## src/rtl/avalon_st_symbol_packer.sv

```systemverilog
// Packs RATIO narrow Avalon-ST beats of IN_SYMBOLS symbols into one wide beat.
// Packet framing is carried through; a short final word reports unused trailing symbols in out_empty.
module avalon_st_symbol_packer #(
   parameter int SYMBOL_WIDTH = 8,
   parameter int IN_SYMBOLS   = 3,
   parameter int RATIO        = 2,
   localparam int OUT_SYMBOLS = IN_SYMBOLS * RATIO,
   localparam int EMPTY_W     = (OUT_SYMBOLS > 1) ? $clog2(OUT_SYMBOLS) : 1,
   localparam int IN_W        = SYMBOL_WIDTH * IN_SYMBOLS,
   localparam int OUT_W       = SYMBOL_WIDTH * OUT_SYMBOLS
) (
   input  logic               clk,
   input  logic               reset_n,
   output logic               in_ready,
   input  logic               in_valid,
   input  logic [IN_W-1:0]    in_data,
   input  logic               in_startofpacket,
   input  logic               in_endofpacket,
   input  logic               out_ready,
   output logic               out_valid,
   output logic [OUT_W-1:0]   out_data,
   output logic               out_startofpacket,
   output logic               out_endofpacket,
   output logic [EMPTY_W-1:0] out_empty,
   output logic               sop_error
);

   localparam int CNT_W = $clog2(RATIO);

   logic [CNT_W-1:0]          cnt;
   logic                      accept;
   logic                      last_slot;
   logic                      complete;
   logic [EMPTY_W-1:0]        empty_nxt;
   logic [RATIO-1:0][IN_W-1:0] word;

   assign in_ready  = !out_valid || out_ready;
   assign accept    = in_valid && in_ready;
   assign last_slot = (cnt == CNT_W'(RATIO - 1));
   assign complete  = accept && (last_slot || in_endofpacket);
   assign empty_nxt = in_endofpacket ? EMPTY_W'((RATIO - 1 - int'(cnt)) * IN_SYMBOLS) : '0;
   assign out_data  = word;

   // Slot 0 lands in the MSBs; a slot-0 write zeroes the rest so short words carry zero padding.
   for (genvar k = 0; k < RATIO; k++) begin : g_slot
      logic [IN_W-1:0] slot_q;
      always_ff @(posedge clk or negedge reset_n) begin
         if (!reset_n) begin
            slot_q <= '0;
         end else if (accept) begin
            if (cnt == CNT_W'(k))
               slot_q <= in_data;
            else if (cnt == '0)
               slot_q <= '0;
         end
      end
      assign word[RATIO-1-k] = slot_q;
   end

   // While cnt is non-zero out_valid is necessarily low, so one data register serves both roles.
   always_ff @(posedge clk or negedge reset_n) begin
      if (!reset_n) begin
         cnt               <= '0;
         out_valid         <= 1'b0;
         out_startofpacket <= 1'b0;
         out_endofpacket   <= 1'b0;
         out_empty         <= '0;
         sop_error         <= 1'b0;
      end else begin
         sop_error <= accept && in_startofpacket && (cnt != '0);
         if (complete)
            out_valid <= 1'b1;
         else if (out_ready)
            out_valid <= 1'b0;
         if (accept) begin
            cnt             <= complete ? '0 : cnt + CNT_W'(1);
            out_endofpacket <= complete && in_endofpacket;
            out_empty       <= complete ? empty_nxt : '0;
            if (cnt == '0)
               out_startofpacket <= in_startofpacket;
         end
      end
   end

endmodule

```

## config.mk

```make
export PLATFORM = sky130hd
export DESIGN_NAME = avalon_st_symbol_packer
export DESIGN_NICKNAME = d
export VERILOG_FILES = /design/src/rtl/avalon_st_symbol_packer.sv
export SDC_FILE = /design/constraint.sdc
export NUM_CORES = 1
export LEC_CHECK = 0
export BUFFER_PORTS_ARGS = -buffer_cell sky130_fd_sc_hd__clkbuf_2
export CORE_ASPECT_RATIO = 2
export CORE_MARGIN = 5
export CORE_UTILIZATION = 54
export CTS_BUF_LIST = sky130_fd_sc_hd__clkbuf_4
export CTS_CLUSTER_DIAMETER = 60
export DETAILED_ROUTE_END_ITERATION = 8
export GPL_TIMING_DRIVEN = 0
export PLACE_DENSITY = 0.87
export SETUP_SLACK_MARGIN = 0.3
export SLEW_MARGIN = 20
export SYNTH_ARGS = -nofsm -noshare
export SYNTH_HDL_FRONTEND = slang
export SYNTH_SLANG_ARGS = --single-unit
```

## constraint.sdc

```tcl
create_clock -name clk -period 3.2 [get_ports clk]
set_input_delay 0.64 -clock clk [delete_from_list [all_inputs] [get_ports clk]]
set_output_delay 0.64 -clock clk [all_outputs]
set_load 0.02 [all_outputs]
```

==> Word-level counts from Yosys, hierarchy flattened <==
Index checks and enable logic that the tools add are counted.
{ "totals": {"output_inout_bits": 56, "inputBits": 30, "ff_bits": 56, "elab_cells": 28} }
{ "op_classes": {"mux": 6, "n_bitwise": 1, "addsub": 2, "reduce_logical": 10, "n_mul": 1} }
{ "op_table": {"columns": ["op", "n"], "rows": [
  ["two-way mux 24 bit", 1],
  ["two-way mux 3 bit", 2],
  ["logical AND 1 bit", 5],
  ["multiplier 2 x 3 -> 3 bit (second input constant)", 1],
  ["two-way mux 1 bit", 3],
  ["logical OR 1 bit", 2],
  ["AND reduction 2 bit", 1],
  ["nonzero test 2 bit", 1],
  ["subtractor 1 x 1 -> 2 bit (first input constant)", 1],
  ["adder 1 bit (second input constant)", 1],
  ["logical NOT 1 bit", 1],
  ["inverter 1 bit", 1]
]} }

==> Depth between registers and ports, before layout <==
{ "logic_depth": {"ltp_word": 5, "mapped_depth": 5, "depth_no_buf": 3} }

==> Least setup slack after synthesis <==
OpenSTA, ideal clock, no wires.
{ "synth_path": {"kind": "input-to-output", "start": "input out_ready", "end": "output in_ready", "setup_slack_ns": 1.447, "required_ns": 2.560, "n_path_buf": 2, "arrival_ns": 1.113, "stages": 3, "cell_sequence": "nand2b_1 -> buf_4 -> buf_2"} }
{ "synth_via": {"elab_chain_len": 1} }
{ "synth_rtl": {"columns": ["element", "line_no", "text"], "rows": [
  ["start: declaration", "19", "input logic out_ready,"],
  ["logical OR 1 bit", "37", "assign in_ready = !out_valid || out_ready;"],
  ["end: declaration", "14", "output logic in_ready,"]
]} }
Every way passes these cells.

==> Worst setup path in the final report <==
{ "layout_path": {"start": "register out_valid", "end": "output in_ready"} }
{ "layout_via": {"elab_chain_len": 2} }
{ "layout_rtl": {"columns": ["element", "line_no", "text"], "rows": [
  ["start: declaration", "20", "output logic out_valid,"],
  ["start signal: assignment", "64", "out_valid <= 1'b0;"],
  ["start signal: assignment", "72", "out_valid <= 1'b1;"],
  ["start signal: assignment", "74", "out_valid <= 1'b0;"],
  ["logical NOT 1 bit", "37", null],
  ["logical OR 1 bit", "37", null]
]} }
Every way passes these cells.

==> qor.csv <==
metric;value;unit
result of the run;finished, final reports clean;
GRT Util Overall;19.4;%
maximum clock frequency;476;MHz
Hold Slack;0.343;ns
r2r endpoint;g_slot[0].slot_q[15]$_DFFE_PN0P_;
initial cell density of the core;55.9;%
Crit. Startpoint;out_valid$_DFFE_PN0P_;
kind of capture point of the worst setup path;primary output;
number of buffers inserted by hold repair at cts;0;
dominant cells by area after synthesis;sky130_fd_sc_hd__dfrtp_1, sky130_fd_sc_hd__mux2_4, sky130_fd_sc_hd__a21bo_2;
area of the core;4090;um^2
DIE AREA;5710;um^2
die extent in x;56.0;um
instance count after placement with tap cells included;290;
half-perimeter wire length after detailed placement;3930;um
area grow syn2layout;24.7;%
final core occ;69.8;%
critical-path maximum fanout;10;
final critical delay including setup and external delays;2.10;ns
Antenna Cells;0;
Synth Instances;155;
required time of the critical path;2.56;ns
maximum VDD drop;479;uV
clock buffers created by TritonCTS;5;
warnings from Yosys;0;
distinct cell type count of the synthesized netlist;18;
sum of negative setup slack;0;ns
beginning of the worst register-to-register path;out_valid$_DFFE_PN0P_;
slack of the worst reg-to-reg path;1.77;ns
post-route standard cell area excluding fillers;2850;um^2
die outline height;102;um
final worst clock skew;0.00356;ns
list of most frequent post-synthesis cells;sky130_fd_sc_hd__dfrtp_1, sky130_fd_sc_hd__a21bo_2, sky130_fd_sc_hd__nand4_1;
Nets;275;
final clock period utilization by the worst path;65.6;%
Slew @ Worst Pin;0.704;ns
cell with the most instances after synthesis;sky130_fd_sc_hd__dfrtp_1;
sequential cell area fraction in the yosys report;59.1;%
detailed-route DRC error count;0;
Crit Path Category;register to primary output;
maximum number of buffers from clock root to sink;2;
cell area after synthesis;2290;um^2
post-placement worst setup slack;1.13;ns
leakage;1.54;nW
fraction of synthesized cell area taken by the top area cell type;59.1;%
via-per-instance ratio;5.30;
number of global-route vias before repair;1702;
proportion of register bits with asynchronous set or reset after synthesis;100;%
buffer cell driving the clock tree root;sky130_fd_sc_hd__clkbuf_4;
I/O Pins;86;
number of buffers inserted to repair setup after CTS;0;
share of synthesized cell area in and, or, nand and nor gates;8.92;%
proportion of synthesized area in mux cells;17.1;%
count of standard-cell rows;33;
number of H-tree levels;2;
clock latency reported for the late side of the worst-skew pair;0.35;ns
first-pass GRT wire length;8680;um
drt first pass iters;3;
Synth Area in Adders;0;%
worst hold path class;primary input to async pin;
area taken by flip-flops and latches;1350;um^2
routability congestion estimate;0.727;
cell type contributing the most total cell area after synthesis;sky130_fd_sc_hd__dfrtp_1;
PortBufs;83;
Worst Reg-to-Reg Cells;5;
fillcell total;308;
Antenna Violating Nets Remaining;0;
max-slew headroom at the worst pin;53.1;%
Arrival @ worst endpoint;1.46;ns
Placed Area;2770;um^2
total power density per cell area;755;nW/um^2
wire length per cell after detailed routing;17.4;um
sum of overflow across all layers after global routing;0;
synthesized net count;185;
EDFF count, synth;0;
most used flip-flop cell after synthesis;sky130_fd_sc_hd__dfrtp_1;
post-synthesis compound-gate area fraction;10.7;%
clock input transition at the sequential cells of the worst setup and hold paths;0.14;ns
final hold violation count;0;
Worst setup SP type;register;
area of the multi-input gates;843;um^2
Final Max Tran Viols;0;
RSZ-0062 raised after global routing;no;
dominant combinational cell family by area after synthesis;multiplexers;
initial antenna violation count;0;
total vias in the final route;1578;
Final setup violation count;0;
worst setup margin;1.10;ns
TritonCTS Sinks;54;
DRT Wirelength;5170;um
pin count of the biggest net entering global routing;55;
Synth Area per Inst;14.7;um^2
DRT iter0 DRCs;25;
area share of xor/xnor cells in the synthesized design;0;%
critical path capture point;in_ready;
clock tree from TritonCTS;done;
Power, Total;2.15;mW
number of max-capacitance violations reported;0;
number of resized instances in the post-cts repair step;0;
Synth Register Bits;54;
final instance count without filler cells;298;
layout cell share with drive strength beyond 1;63.8;%
-- logic make-up (layout without fill, tap and decap cells) --
kind of cell	count (synthesis)	count (layout)
other	1	1
buffers and inverters	15	106
flip-flops	54	54
AND/OR/NAND/NOR	32	32
multiplexers	28	28
AO/OA/AOI/OAI	25	25
-- layout by cell type, fill, tap and decap left out --
master / synthesis / final
sky130_fd_sc_hd__buf_1: 1 / 1
sky130_fd_sc_hd__dfrtp_1: 54 / 54
sky130_fd_sc_hd__nand2b_1: 1 / 1
sky130_fd_sc_hd__nand4_1: 24 / 24
sky130_fd_sc_hd__clkbuf_4: 0 / 8
sky130_fd_sc_hd__nor2b_1: 1 / 1
sky130_fd_sc_hd__buf_4: 3 / 3
sky130_fd_sc_hd__nand2_1: 2 / 2
sky130_fd_sc_hd__buf_2: 7 / 7
sky130_fd_sc_hd__a21bo_2: 24 / 24
sky130_fd_sc_hd__mux2_2: 8 / 8
sky130_fd_sc_hd__o21ai_0: 1 / 1
sky130_fd_sc_hd__mux2_4: 20 / 20
sky130_fd_sc_hd__nand2_2: 1 / 1
sky130_fd_sc_hd__clkbuf_2: 0 / 82
sky130_fd_sc_hd__conb_1: 1 / 1
sky130_fd_sc_hd__clkbuf_1: 2 / 2
sky130_fd_sc_hd__nand3b_4: 1 / 1
sky130_fd_sc_hd__nor2_1: 2 / 2
sky130_fd_sc_hd__buf_6: 2 / 2
sky130_fd_sc_hd__bufinv_16: 0 / 1
-- flip-flops by register name, indices dropped and copies added (netlist names) --
name,count
cnt,1
out_endofpacket,1
out_startofpacket,1
out_empty,1
sop_error,1
out_valid,1
g_slot.slot_q,48
-- power breakdown --
part,total [mW],switching (mW),internal [mW]
clock,0.378,0.195,0.183
combinational,0.822,0.459,0.364
sequential,0.953,0.0981,0.855
-- worst max-delay path, cell delays in order, from the launching register on --
cell and delay [ns]:
sky130_fd_sc_hd__dfrtp_1 0.41, sky130_fd_sc_hd__nand2b_1 0.08, sky130_fd_sc_hd__buf_4 0.18, sky130_fd_sc_hd__buf_2 0.24, sky130_fd_sc_hd__clkbuf_2 0.21
-- layout make-up --
| cell class | count | share of cell area, % |
|---|---|---|
| Buffer | 15 | 3.20 |
| Clock buffer | 7 | 1.84 |
| Clock inverter | 1 | 1.05 |
| Multi-Input combinational cell | 86 | 29.6 |
| Sequential cell | 54 | 47.4 |
| Tap cell | 52 | 2.28 |
| Timing Repair Buffer | 83 | 14.7 |
-- how the worst min path moves through the flow --
stage,end,slack (ns),depth (start not counted),start
global placement,g_slot[1].slot_q[17]$_DFFE_PN0P_,0.47,1,g_slot[1].slot_q[17]$_DFFE_PN0P_
finish,g_slot[0].slot_q[5]$_DFFE_PN0P_,0.34,1,reset_n
floorplan,cnt$_DFFE_PN0P_,0.34,0,reset_n
global route,g_slot[0].slot_q[12]$_DFFE_PN0P_,0.38,1,reset_n
detailed placement,g_slot[1].slot_q[5]$_DFFE_PN0P_,0.48,1,g_slot[1].slot_q[5]$_DFFE_PN0P_
CTS,g_slot[0].slot_q[7]$_DFFE_PN0P_,0.35,1,reset_n
-- metal layers --
metal	vias to the layer above	track usage (%)	routed length, um
met4	0	6.03	68
met1	786	22.7	1950
li1	741	-	-
met2	46	35.0	2880
met5	-	0	0
met3	5	4.55	278
Power figures use the tool's default switching activity.
